`src/rtl/writeback_arbiter.sv`:
```
// Writeback arbiter: merges the ALU/MEM result stream and a FIFO-buffered mul/div stream onto
// the single register-file write port. Define WB_STALE_KILL_EN to drop stale buffered results.
module writeback_arbiter #(
    parameter int unsigned WORD_W       = 32,
    parameter int unsigned REG_AW       = 5,
    parameter int unsigned MD_DEPTH     = 2,
    parameter int unsigned STARVE_LIMIT = 4
) (
    input  logic              CLK,
    input  logic              RST,
    input  logic              alu_valid,
    input  logic [REG_AW-1:0] alu_wsel,
    input  logic [WORD_W-1:0] alu_wdat,
    output logic              wb_stall,
    input  logic              md_valid,
    output logic              md_ready,
    input  logic [REG_AW-1:0] md_wsel,
    input  logic [WORD_W-1:0] md_wdat,
    output logic              rf_wen,
    output logic [REG_AW-1:0] rf_wsel,
    output logic [WORD_W-1:0] rf_wdat,
    output logic              md_pending
);

    localparam int unsigned PTR_W = $clog2(MD_DEPTH);
    localparam int unsigned CNT_W = $clog2(MD_DEPTH + 1);
    localparam int unsigned STV_W = $clog2(STARVE_LIMIT + 1);

    logic [REG_AW-1:0]   fifo_wsel_q [MD_DEPTH];
    logic [WORD_W-1:0]   fifo_wdat_q [MD_DEPTH];
    logic [MD_DEPTH-1:0] ent_vld_q, ent_vld_d;
    logic [PTR_W-1:0]    rd_ptr_q, rd_ptr_d, wr_ptr_q, wr_ptr_d;
    logic [CNT_W-1:0]    cnt_q, cnt_d;
    logic [STV_W-1:0]    starve_q, starve_d;
    logic                stall_q, stall_d;
    logic                ready_q, ready_d;
    logic                pending_q, pending_d;
    logic                wen_q, wen_d;
    logic [REG_AW-1:0]   wsel_q, wsel_d;
    logic [WORD_W-1:0]   wdat_q, wdat_d;

    logic fifo_ne, head_live, head_dead, alu_acc, push, pop, sel_fifo, sel_alu;

    always_comb begin
        fifo_ne   = (cnt_q != '0);
        head_live = fifo_ne && ent_vld_q[rd_ptr_q];
        // A dead head only exists once an entry has been invalidated by a younger ALU write.
        head_dead = fifo_ne && !ent_vld_q[rd_ptr_q];
        alu_acc   = alu_valid && !stall_q;
        push      = md_valid && ready_q && (md_wsel != '0);

        sel_fifo = 1'b0;
        sel_alu  = 1'b0;
        if (stall_q && head_live) begin
            sel_fifo = 1'b1;
        end else if (alu_acc && (alu_wsel != '0)) begin
            sel_alu = 1'b1;
        end else if (head_live) begin
            sel_fifo = 1'b1;
        end
        pop = sel_fifo || head_dead;

        wen_d  = sel_fifo || sel_alu;
        wsel_d = '0;
        wdat_d = '0;
        if (sel_fifo) begin
            wsel_d = fifo_wsel_q[rd_ptr_q];
            wdat_d = fifo_wdat_q[rd_ptr_q];
        end else if (sel_alu) begin
            wsel_d = alu_wsel;
            wdat_d = alu_wdat;
        end

        ent_vld_d = ent_vld_q;
        if (pop) ent_vld_d[rd_ptr_q] = 1'b0;
`ifdef WB_STALE_KILL_EN
        if (sel_alu) begin
            for (int i = 0; i < int'(MD_DEPTH); i++) begin
                if (ent_vld_q[i] && (fifo_wsel_q[i] == alu_wsel)) ent_vld_d[i] = 1'b0;
            end
        end
`endif
        // Applied after the kill so a same-cycle arrival to the killed register survives.
        if (push) ent_vld_d[wr_ptr_q] = 1'b1;

        rd_ptr_d = pop  ? rd_ptr_q + PTR_W'(1) : rd_ptr_q;
        wr_ptr_d = push ? wr_ptr_q + PTR_W'(1) : wr_ptr_q;
        cnt_d    = cnt_q;
        if (push && !pop) begin
            cnt_d = cnt_q + CNT_W'(1);
        end else if (!push && pop) begin
            cnt_d = cnt_q - CNT_W'(1);
        end

        starve_d = '0;
        if (head_live && !pop) begin
            starve_d = (starve_q < STV_W'(STARVE_LIMIT)) ? starve_q + STV_W'(1) : starve_q;
        end
        stall_d   = (starve_d >= STV_W'(STARVE_LIMIT));
        ready_d   = (cnt_d < CNT_W'(MD_DEPTH));
        pending_d = (cnt_d != '0);
    end

    always_ff @(posedge CLK) begin
        if (RST) begin
            ent_vld_q <= '0;
            rd_ptr_q  <= '0;
            wr_ptr_q  <= '0;
            cnt_q     <= '0;
            starve_q  <= '0;
            stall_q   <= 1'b0;
            ready_q   <= 1'b1;
            pending_q <= 1'b0;
            wen_q     <= 1'b0;
            wsel_q    <= '0;
            wdat_q    <= '0;
        end else begin
            ent_vld_q <= ent_vld_d;
            rd_ptr_q  <= rd_ptr_d;
            wr_ptr_q  <= wr_ptr_d;
            cnt_q     <= cnt_d;
            starve_q  <= starve_d;
            stall_q   <= stall_d;
            ready_q   <= ready_d;
            pending_q <= pending_d;
            wen_q     <= wen_d;
            wsel_q    <= wsel_d;
            wdat_q    <= wdat_d;
        end
    end

    // Payload storage needs no reset; occupancy is tracked by ent_vld_q and cnt_q.
    always_ff @(posedge CLK) begin
        if (push) begin
            fifo_wsel_q[wr_ptr_q] <= md_wsel;
            fifo_wdat_q[wr_ptr_q] <= md_wdat;
        end
    end

    assign wb_stall   = stall_q;
    assign md_ready   = ready_q;
    assign md_pending = pending_q;
    assign rf_wen     = wen_q;
    assign rf_wsel    = wsel_q;
    assign rf_wdat    = wdat_q;

endmodule

```
`config.mk`:
```
export PLATFORM = sky130hd
export DESIGN_NAME = writeback_arbiter
export DESIGN_NICKNAME = d
export VERILOG_FILES = /design/src/rtl/writeback_arbiter.sv
export SDC_FILE = /design/constraint.sdc
export NUM_CORES = 1
export LEC_CHECK = 0
export ABC_AREA = 0
export CAP_MARGIN = 40
export CORE_MARGIN = 1
export CORE_UTILIZATION = 55
export CTS_BUF_LIST = sky130_fd_sc_hd__clkbuf_8
export CTS_CLUSTER_DIAMETER = 120
export DETAILED_ROUTE_END_ITERATION = 12
export DONT_BUFFER_PORTS = 1
export HOLD_SLACK_MARGIN = 0.05
export PLACE_DENSITY = 0.73
export SYNTH_ARGS = -nofsm -noshare
export SYNTH_HDL_FRONTEND = slang
export SYNTH_SLANG_ARGS = --single-unit
```
`constraint.sdc`:
```
create_clock -name CLK -period 2 [get_ports CLK]
set_input_delay 0.4 -clock CLK [delete_from_list [all_inputs] [get_ports CLK]]
set_output_delay 0.4 -clock CLK [all_outputs]
set_load 0.02 [all_outputs]
```
==> summary.txt <==
Cells and area
  • Share of layout cells above drive strength 1: 0.251
  • Ant. Diodes: 0
  • Nets: 430
  • Fin cells: roughly 470
  • Design Area, Final: roughly 5400 sq um
  • Area added between synthesis and finish: 21.0%

Timing
  • Final Max Tran Viols: 0
  • Worst slew pin tran: around 450 ps
  • # setup viols final: 0
  • Max-slew headroom: 0.700
  • PnR worst setup slack: between 150 and 200 ps
  • Minimum clock period: between 1500 and 2000 ps
  • Period utilisation layout: 0.917
  • Final Hold Viols: 0
  • Unrepaired setup endpoints after global routing: false
  • Setup Skew: 13.1 ps
  • Fmax achieved: 0.546 GHz

Synthesis
  • Sequential element share of the synthesized area: 0.717
  • Cell taking the most area after synthesis: edfxtp_1
  • Post-Syn Area per Cell: between 10 and 15 sq um
  • Post-synth top area share: 0.494
  • Synth top area cells: edfxtp_1 (49%), dfxtp_1 (22%), mux2_2 (9.3%)
  • Synth warn: 0
  • Post-synth net total: 385
  • Synth Register Bits: around 120
  • Ys async rst share: 0
  • Synthesized cell area: 4490 sq um
  • Post-synth EDFFs: between 70 and 80
  • Mapped Cells: between 300 and 400
  • Ys flop type: edfxtp_1
  • Yosys cell types: 33

Placement
  • DP Worst Slack: a little under 7 ps
  • Final GP Congestion: between 0.7 and 0.8
  • DP Wirelength: between 5000 and 6000 microns
  • # placed instances: 405
  • # port buffers: 0
  • Placement-stage cell area: 4690 sq um

GRT
  • First-pass GRT wire length: roughly 13000 microns
  • GRT Total Usage: 0.218
  • Largest net degree at the start of global routing: 46
  • GRT overflow: 0
  • Vias in the first global route: 2706
  • Initial antenna violation count: 0

Clock network
  • # H-tree levels: 4
  • Clk Tree Root Cell: clkbuf_8
  • Clock transition at path regs: approximately 70 ps
  • Inserted Clock Buffers: 17
  • Clk_lat worst skew: roughly 420 ps
  • CTS sink cnt: around 120
  • CTS tree: yes
  • Post-CTS Setup Bufs: 0
  • Max Buffers Root-to-Sink: 2

Floorplanning
  • Number of I/O pins: between 100 and 150
  • Die width: about 92 microns
  • Die area: roughly 8500 sq um
  • Initial core utilization: 0.576
  • Die H: between 90 and 100 microns
  • Row count: 32
  • Core area: approximately 8000 sq um

Status
  • Status: complete, no violations

Routing
  • Via density: approximately 5.7
  • Pre-Repair DR Iteration Count: 4
  • DRT iter0 DRCs: about 130
  • DR vias: ~2600
  • Wirelength per Cell: between 15 and 20 microns
  • Antenna-violating nets left: 0
  • DRT Wirelength: just under 9000 microns
  • Residual DRC count: 0

Power and ir drop
  • Sequential Power Share: 0.473
  • Clock power share: 0.359
  • Sw Share: 0.257
  • Power per Cell Area: roughly 1300 nW/um^2
  • Worst VDD drop: between 0.6 and 0.7 mV
  • Switching Power: 1.75 mW
  • Leak: ~1.9 nW
  • Gate power share: 0.168
  • Int Power: roughly 5.1 mW

Critical path
  • Kind of critical path: reg2reg
  • Critical path's slowest cell: dfxtp_1
  • Nature of the critical path endpoint: register
  • CP peak stage delay: 380 ps
  • Critical Path AT: 2130 ps
  • Startpoint types: register
  • Crit path cell chain: mux2i_1 > a211oi_1 > or2_1 > xor2_2 > mux2_4
  • CP required: 2300 ps
  • Maximum fanout along the worst path: 6

Hold path
  • Hold Path Class: in2reg

Flow run
  • Max-cap violation count: 0
[per-stage QoR]
step	total power [mW]	utilization	setup TNS, ps	hold slack, ps
global placement	4.33	0.601	0	466
CTS	6.87	0.689	0	50.2
finish	6.83	0.696	0	79.7
floorplan	4.10	-	-7800	454
global route	7.12	0.696	0	50.1
detailed placement	4.35	0.601	0	471
[synth_stat cells (all sizes together), types with 3 or more instances]
master,count
edfxtp,74
mux2,38
dfxtp,50
a21oi,5
nand2,3
buf,4
nand2b,3
clkbuf,12
nor2,47
o21ai,4
a22oi,37
inv,6
[routing by layer]
layer	track usage	vias up	wire length, microns
li1	-	1225	-
met1	0.235	1303	3380
met2	0.378	95	4680
met3	0.0755	11	649
met4	0.108	0	138
met5	0	-	0
[worst max-delay path, delay by kind of cell, from the launching register on]
kind	cells	cell delay (ps)
muxes	2	430
and+or+nand+nor	1	320
xor gates and xnor gates	1	220
AOI/OAI and AO/OA	1	370
DFF	1	380
[path summary, 6_finish.rpt]
path                    start                 end  slack (ps)  depth (start not counted)
setup / recovery     rd_ptr_q            cnt_q[0]         170                          5
hold / removal    md_wdat[12]  fifo_wdat_q[1][12]          80                          0
setup reg to reg     rd_ptr_q            cnt_q[0]         170                          5
hold reg to reg      wr_ptr_q            wr_ptr_q         500                          2
[area by class of cell]
cell class,count,area (sq um)
inverter,6,22.5
fill,575,2370
clock buffer,17,234
tap,102,128
timing repair buffer,42,408
sequential,124,3220
clock inverter,15,221
multi-input combinational,159,1200
[power groups by stage]
stage               combinational, mW  sequential, mW  clock (mW)
CTS                              1.14            3.23        2.50
global placement                 1.05            3.27           0
global route                     1.26            3.26        2.61
floorplan                       0.842            3.26           0
finish                           1.15            3.23        2.45
detailed placement               1.07            3.28           0
[repair_timing]
| action | CTS | global route |
|---|---|---|
| resized for setup | 0 | 0 |
| hold buffers | 22 | 6 |
| hold endpoints to repair | 83 | 8 |
[registers in the layout (all words and copies together) (netlist names), 2 cells and up, named ones only]
register and flops:
fifo_wdat_q 64, rf_wdat 32, fifo_wsel_q 10, rf_wsel 5
starve_q 3, cnt_q 2, ent_vld_q 2
[logic make-up (layout without fill, tap and decap cells)]
group,count (synthesis),count (layout),synth area share
xor gates and xnor gates,3,3,0.00752
adders and majority gates,2,2,0.00557
buffers and inverters,22,80,0.0195
AOI/OAI and AO/OA,53,53,0.0888
muxes,40,40,0.101
DFF,124,124,0.717
and+or+nand+nor,61,61,0.0610
[cell usage in the layout, fill, tap and decap left out, types with 3 or more instances in the layout]
| cell type | count |
|---|---|
| a21oi_1 | 4 |
| a22oi_1 | 37 |
| buf_4 | 13 |
| bufinv_16 | 5 |
| clkbuf_8 | 17 |
| clkinv_1 | 3 |
| clkinv_4 | 3 |
| dfxtp_1 | 49 |
| dlygate4sd3_1 | 27 |
| edfxtp_1 | 74 |
| inv_1 | 5 |
| mux2_2 | 37 |
| nand2_1 | 3 |
| nand2b_1 | 3 |
| nor2_1 | 46 |
Note: power is estimated with default switching activity, not from simulation.
